## config.mk

```make
export PLATFORM = sky130hd
export DESIGN_NAME = master_port
export DESIGN_NICKNAME = d
export VERILOG_FILES = /design/src/rtl/master_port.sv
export SDC_FILE = /design/constraint.sdc
export NUM_CORES = 1
export LEC_CHECK = 0
export ABC_CLOCK_PERIOD_IN_PS = 3100
export BUFFER_PORTS_ARGS = -buffer_cell sky130_fd_sc_hd__buf_4
export CELL_PAD_IN_SITES_DETAIL_PLACEMENT = 0
export CELL_PAD_IN_SITES_GLOBAL_PLACEMENT = 1
export CORE_MARGIN = 2
export CORE_UTILIZATION = 41
export CTS_CLUSTER_DIAMETER = 80
export DETAILED_ROUTE_END_ITERATION = 7
export PLACE_DENSITY_LB_ADDON = 0.08
export SYNTH_ARGS = -nofsm -noshare
export SYNTH_HDL_FRONTEND = slang
export SYNTH_SLANG_ARGS = --single-unit
```

## constraint.sdc

```tcl
create_clock -name clk -period 3.1 [get_ports clk]
set_input_delay 0.155 -clock clk [delete_from_list [all_inputs] [get_ports clk]]
set_output_delay 0.155 -clock clk [all_outputs]
set_load 0.1 [all_outputs]
```

## src/rtl/master_port.sv

```systemverilog
// master_port: serial bus master. A device-side request is latched, the bus is
// requested, then address and (for writes) data are shifted out LSB first.
// Read data is collected bit by bit from the slave. The slave may split a read.
// Optional watchdog for RWAIT/WDONE: define MASTER_PORT_TIMEOUT_EN.
module master_port #(
  parameter int ADDR_WIDTH = 12,
  parameter int DATA_WIDTH = 8
) (
  input  logic                  clk,
  input  logic                  rstn,
  input  logic                  dvalid,
  input  logic                  dmode,
  input  logic [ADDR_WIDTH-1:0] daddr,
  input  logic [DATA_WIDTH-1:0] dwdata,
  output logic                  dready,
  output logic [DATA_WIDTH-1:0] drdata,
  output logic                  ddone,
  output logic                  derr,
  output logic                  mbreq,
  input  logic                  mbgrant,
  output logic                  mwdata,
  output logic                  mmode,
  output logic                  mvalid,
  input  logic                  srdata,
  input  logic                  svalid,
  input  logic                  sready,
  input  logic                  ssplit,
  output logic                  msplit
);

  localparam int MAXW = (ADDR_WIDTH > DATA_WIDTH) ? ADDR_WIDTH : DATA_WIDTH;
  localparam int CW   = $clog2(MAXW + 1);

  typedef enum logic [2:0] {
    IDLE, REQ, ADDR, GAP, WDATA, WDONE, RWAIT, DONE
  } state_t;

  state_t                state, next_state;
  logic [CW-1:0]         cnt, next_cnt;
  logic [ADDR_WIDTH-1:0] addr_q;
  logic [DATA_WIDTH-1:0] wdata_q;
  logic [DATA_WIDTH-1:0] rbuf, rbuf_next;
  logic                  mode_q;
  logic                  mwdata_next;
  logic                  msplit_next;
  logic                  timeout;

`ifdef MASTER_PORT_TIMEOUT_EN
  logic [7:0]            wd;
`endif

  assign dready = (state == IDLE);

  // Next-state, per-phase bit counter, read assembly and watchdog expiry
  always_comb begin
    next_state = state;
    next_cnt   = cnt;
    rbuf_next  = rbuf;
    timeout    = 1'b0;
    case (state)
      IDLE:  if (dvalid) next_state = REQ;
      REQ:   if (mbgrant && sready) next_state = ADDR;
      ADDR: begin
        if (cnt == CW'(ADDR_WIDTH - 1)) next_state = mode_q ? GAP : RWAIT;
        else                            next_cnt   = cnt + 1'b1;
      end
      GAP:   next_state = WDATA;
      WDATA: begin
        if (cnt == CW'(DATA_WIDTH - 1)) next_state = WDONE;
        else                            next_cnt   = cnt + 1'b1;
      end
      WDONE: if (sready) next_state = DONE;
      RWAIT: begin
        if (svalid) begin
          for (int i = 0; i < DATA_WIDTH; i++) begin
            if (cnt == CW'(i)) rbuf_next[i] = srdata;
          end
          if (cnt == CW'(DATA_WIDTH - 1)) next_state = DONE;
          else                            next_cnt   = cnt + 1'b1;
        end
      end
      DONE:    next_state = IDLE;
      default: next_state = IDLE;
    endcase
`ifdef MASTER_PORT_TIMEOUT_EN
    if ((state == RWAIT || state == WDONE) && next_state == state &&
        !svalid && !ssplit && wd == 8'd254) begin
      next_state = DONE;
      timeout    = 1'b1;
    end
`endif
    if (next_state != state) next_cnt = '0;
  end

  // Serial bit for the cycle being entered, and the split flag update
  always_comb begin
    mwdata_next = 1'b0;
    if (next_state == ADDR) begin
      for (int i = 0; i < ADDR_WIDTH; i++) begin
        if (next_cnt == CW'(i)) mwdata_next = addr_q[i];
      end
    end else if (next_state == WDATA) begin
      for (int i = 0; i < DATA_WIDTH; i++) begin
        if (next_cnt == CW'(i)) mwdata_next = wdata_q[i];
      end
    end
    msplit_next = (state == RWAIT) && (next_state == RWAIT) && !svalid &&
                  (msplit || ssplit);
  end

  // State, latched request and registered bus/device outputs
  always_ff @(posedge clk) begin
    if (!rstn) begin
      state   <= IDLE;
      cnt     <= '0;
      addr_q  <= '0;
      wdata_q <= '0;
      mode_q  <= 1'b0;
      rbuf    <= '0;
      mbreq   <= 1'b0;
      mvalid  <= 1'b0;
      mwdata  <= 1'b0;
      mmode   <= 1'b0;
      ddone   <= 1'b0;
      derr    <= 1'b0;
      msplit  <= 1'b0;
      drdata  <= '0;
    end else begin
      state <= next_state;
      cnt   <= next_cnt;
      if (state == IDLE && dvalid) begin
        addr_q  <= daddr;
        wdata_q <= dwdata;
        mode_q  <= dmode;
        rbuf    <= '0;
      end else begin
        rbuf <= rbuf_next;
      end
      mbreq  <= next_state inside {REQ, ADDR, GAP, WDATA, WDONE, RWAIT};
      mvalid <= next_state inside {ADDR, WDATA};
      mwdata <= mwdata_next;
      mmode  <= (next_state inside {ADDR, GAP, WDATA, WDONE, RWAIT, DONE}) ? mode_q : 1'b0;
      ddone  <= (next_state == DONE);
      derr   <= timeout;
      msplit <= msplit_next;
      if (timeout)                                 drdata <= '0;
      else if (state == RWAIT && next_state == DONE) drdata <= rbuf_next;
    end
  end

`ifdef MASTER_PORT_TIMEOUT_EN
  // Watchdog: counts idle wait cycles, restarts on data or new state, holds during split
  always_ff @(posedge clk) begin
    if (!rstn)
      wd <= '0;
    else if (next_state != state || svalid || !(state inside {RWAIT, WDONE}))
      wd <= '0;
    else if (!ssplit)
      wd <= wd + 8'd1;
  end
`endif

endmodule

```

* Word level (Yosys, flattened, before mapping)
Index checks and enable logic that the tools add are counted.
Storage, ports and cells: bits in latches 0, ROM bits 0, register bits after elaboration 50, memories 0, input bits 29, output and inout bits 16, word-level logic and storage cells 111, RAM bits 0
Operators by class: multiplexer cells 46, $mul 0, div/mod/pow operators 0, equality and inequality tests 34, bitwise operators 1, order comparisons 0, shift-type cells 0, reductions and logical operators 16, $add $sub $neg 1
Operator list (count):
- $eq 4x3->1 const B | 8
- $mux 1 | 30
- $eq 3x3->1 const B | 8
- $mux 3 | 8
- $pmux 3 s8 | 1
- $eq 4x4->1 const B | 5
- $eq 4x2->1 const B | 4
- $mux 4 | 4
- $mux 8 | 2
- $eq 3x2->1 const B | 4
- $pmux 4 s3 | 1
- $reduce_bool 6->1 | 2
- $eq 4x1->1 const B | 2
- $logic_not 4->1 | 2
- $eq 3x1->1 const B | 2
- $logic_and 1x1->1 | 6
- $add 4x1->4 const B | 1
- $logic_not 3->1 | 1
- $ne 3x3->1 | 1
- $reduce_and 2->1 | 1
- $reduce_bool 2->1 | 1
- $reduce_or 2->1 | 1
- $logic_not 1->1 | 1
- $logic_or 1x1->1 | 1
- $not 1->1 | 1

* Depth between registers and ports, before layout
depth after elaboration 20, gate-level depth with buffers 11, mapped depth without buffers 9

* Worst setup path after synthesis
OpenSTA, ideal clock, no wires.
path kind register to register, from register state[2], to register addr_q[0], required time 2.978 ns, path slack -0.531 ns, arrival 3.509 ns, path buffers 3, stages on the path, launching flop included 8, path through dfxtp_1 buf_4 buf_2 nor3_1 nand2_1 clkbuf_1 nand2_1 a21boi_0
Between the ends: word-level cells in the longest chain between the ends 2
RTL lines:
- from (decl) | RTL line 38 | state_t state, next_state;
- from (signal assigned) | RTL line 129 | state <= next_state;
- $logic_not 3->1
- via dready | RTL line 15 | output logic dready,
- $logic_and 1x1->1 | RTL line 131 | if (state == IDLE && dvalid) begin
- to (signal assigned) | RTL line 132 | addr_q <= daddr;
- to (decl) | RTL line 40 | logic [ADDR_WIDTH-1:0] addr_q;
The timed path passes the listed nets, and every way through them passes these cells. A chain may end at the register's enable or synchronous reset.

* Worst setup path after layout
from register state[1], to register mwdata
Between the ends: word-level cells in the longest chain between the ends 19, elaborated cells between the ends (all ways) 55, those cells by class 21 x eq/ne; 32 x mux; 2 x reduce/logical
RTL lines:
- $mux 3 | RTL line 78 | if (cnt == CW'(DATA_WIDTH - 1)) next_state = DONE;
- $mux 3 | RTL line 74 | if (svalid) begin
- $pmux 3 s8 | RTL line 60 | case (state)
- $ne 3x3->1 | RTL line 92 | if (next_state != state) next_cnt = '0;
- $mux 4 | RTL line 92
- $logic_not 4->1 | RTL line 100, 104
- $mux 1 (12 in series) | RTL line 100 | if (next_cnt == CW'(i)) mwdata_next = addr_q[i];
- $mux 1 (*) | RTL line 98 | if (next_state == ADDR) begin
- to (signal assigned) | RTL line 141 | mwdata <= mwdata_next;
- to (decl) | RTL line 21 | output logic mwdata,
Every way passes the cells marked *; elsewhere a longest branch is shown, timed or not.

==> metrics.csv <==
stage,metric,value,unit
outcome,run status,finished clean,
global_routing,GRT Overall Usage,0.199,
yosys,Synth Cell Area,2690,um^2
finish,most frequent cells in the layout,"nand2_1, buf_4, dfxtp_1",
critical_path,CP Class,reg2reg,
clocking,CTS resizes,0,
yosys,post-synthesis async set-or-reset flop share,0,
yosys,sequential fraction of the synthesis area,0.365,
critical_path,reg2reg end,mwdata,
die,io pins,45,
clocking,cts bufs inserted,5,
yosys,"Primary FF master, synth",dfxtp_1,
sta,Worst Tran Pin Value,706,ps
sta,final setup TNS,0,ps
critical_path,critical path required time,3370,ps
finish,layout cells sized above 1,0.213,
sta,max_slew headroom,0.517,
critical_path,r2r worst-path depth,8,
clocking,H-tree depth,2,
global_routing,vias in the first global route,2335,
global_routing,largest net degree at the start of global routing,41,
route,wire length per cell,15.1,um
clocking,clock sink total,49,
sta,Pins Over Slew Limit,0,
finish,"most common cell after layout, fill and taps aside",nand2_1,
route,Vias,2543,
run,max cap viols,0,
sta,maximum clock frequency,354,MHz
yosys,post-synthesis cell type count,63,
clocking,maximum root-to-sink buffer count,2,
critical_path,critical path launch point type,flop,
die,Initial Util,0.424,
sta,period utilization,0.911,
placement,post-DP HPWL,5.01,mm
finish,area grow syn2layout,19.0,%
min_path,Hold/Removal Path Class,in2reg,
route,TritonRoute pass-1 iters,4,
yosys,Cells after Synth,338,
sta,clk_skew,14.1,ps
yosys,Post-synth EDFFs,0,
clocking,TritonCTS clock tree,built,
die,Core Box Area,6350,um^2
yosys,Syn Nets,371,
die,die width,85,um
yosys,Yosys reg bits,49,
finish,Post-Layout Cell Count,458,
clocking,root buffer cell,clkbuf_8,
sta,Final Hold Slack,81.0,ps
critical_path,CP Launch Point,state[1],
finish,NumNets Final,413,
critical_path,FF-to-FF setup slack,280,ps
sta,final setup fails,0,
power_and_ir_drop,Pwr per Cell Area,414,nW/um^2
clocking,clk slew on worst S/H paths,110,ps
critical_path,worst flop-to-flop path startpoint,state[1],
route,vias per cell,5.55,
power_and_ir_drop,peak supply drop,0.000274,V
critical_path,CP Capture Point,mwdata,
critical_path,worst-path maximum fanout,16,
sta,min cycle time layout,2820,ps
critical_path,Setup crit end kind,flop,
route,final WL,6.93,mm
clocking,Post-CTS Setup Bufs,0,
yosys,"Avg Cell Area, Syn",7.96,um^2
critical_path,CP max-delay cell,dfxtp_1,
global_routing,first-pass GRT wire length,11.6,mm
sta,Fin. Hold Viols,0,
placement,gpl congestion,0.908,
clocking,Clock Latency Late Sink,320,ps
die,# rows,29,
placement,dpl cells,450,
power_and_ir_drop,Pleak,1.41,nW
yosys,Synth warnings,0,
die,die area,7230,um^2
clocking,hold buffer count at cts,0,
route,DRC viols,0,
placement,Buffers on Ports,43,
critical_path,Critical Path Max Stage Delay,660,ps
global_routing,antenna violations before repair,0,
critical_path,worst-path cell chain,inv_2 -> a2111oi_0 -> or3_4 -> o22ai_1 -> a221oi_1 -> o22ai_1 -> a221oi_1 -> a221o_1,
route,DRT iter0 DRCs,133,
finish,Inserted Diodes,0,
critical_path,CP arrival,3100,ps
route,Routed Antenna Nets,0,
global_routing,gr ovfl total,0,
sta,RSZ-0062 raised after global routing,no,
die,Die Ht,85,um
-- worst max-delay path: cells and delay by family, from the launching register on --
family	cells	cell delay [ps]
simple gates	1	340
buf+inv	1	140
flops	1	660
compound gates	6	1640
-- metrics by stage --
step                      area, um^2  power [mW]  worst slack (ps)  utilization
after global routing            3200        1.38              52.4        0.504
after CTS                       3200        1.34               204        0.503
final                           3200        1.33               276        0.504
after floorplan                 2700       0.844               444            -
after detailed placement        3100       0.920               211        0.488
after global placement          3100       0.919               284        0.488
-- routing by layer --
metal / wire, um / part of all wire / GRT usage / up-vias
li1: - / - / - / 1282
met1: 3420 / 0.49 / 0.304 / 1177
met2: 2980 / 0.43 / 0.286 / 74
met3: 423 / 0.061 / 0.0360 / 10
met4: 100 / 0.014 / 0.0519 / 0
met5: 0 / 0 / 0 / -
-- Yosys cell counts, drive strengths merged, types with 2 or more instances --
master   n  area share
nand2   71       0.099
dfxtp   49        0.36
nor2    26       0.041
a21boi  22       0.061
nor3    14       0.026
o21ai   13       0.024
a21oi   12       0.022
buf     12       0.034
inv     12       0.017
clkbuf  11       0.015
and3     9       0.021
mux2i    7       0.026
o211a    7       0.026
o22ai    6       0.014
nand3    5      0.0093
a221oi   4       0.013
a31oi    4      0.0093
ha       4       0.019
a211oi   3      0.0084
nand3b   3      0.0084
a211o    2      0.0065
and2     2      0.0047
and3b    2      0.0079
nand2b   2      0.0047
nand4    2      0.0047
nand4b   2      0.0065
nor4     2      0.0047
o311ai   2      0.0065
or2      2      0.0047
-- cell families (layout without fill, tap and decap cells) --
group	count (synthesis)	after routing	share of synthesized area
compound gates	92	92	0.254
flops	49	49	0.365
buf+inv	36	79	0.0679
mux	7	7	0.0260
fa+ha+maj	4	4	0.0186
xor+xnor	1	1	0.00326
simple gates	148	148	0.264
other cells	1	1	0.00139
-- flip-flops by register name (all words and copies together), names as in the netlist, 3 cells and up --
signal	count
addr_q	12
cnt	4
drdata	8
rbuf	7
state	3
wdata_q	8
-- worst min path at each step --
stage,startpoint,cells past startpoint,to
4_1_cts,daddr[5],3,addr_q[5]
2_1_floorplan,daddr[11],2,addr_q[11]
5_1_grt,dmode,3,mode_q
3_5_place_dp,dmode,3,mode_q
6_report,daddr[5],3,addr_q[5]
3_3_place_gp,dwdata[2],3,wdata_q[2]
-- layout make-up --
class | count | area, um^2
fillers | 652 | 3150
multi-input cells | 253 | 1540
flip-flops and latches | 49 | 981
repair buffers | 58 | 435
well taps | 77 | 96.3
clock buffers | 5 | 68.8
inverters | 13 | 48.8
clock inverters | 3 | 28.8
-- power by group --
| group | switching (mW) | internal, mW |
|---|---|---|
| clock | 0.251 | 0.169 |
| sequential | 0.0218 | 0.653 |
| combinational | 0.142 | 0.0888 |
| total | 0.414 | 0.911 |
Power figures use the tool's default switching activity.
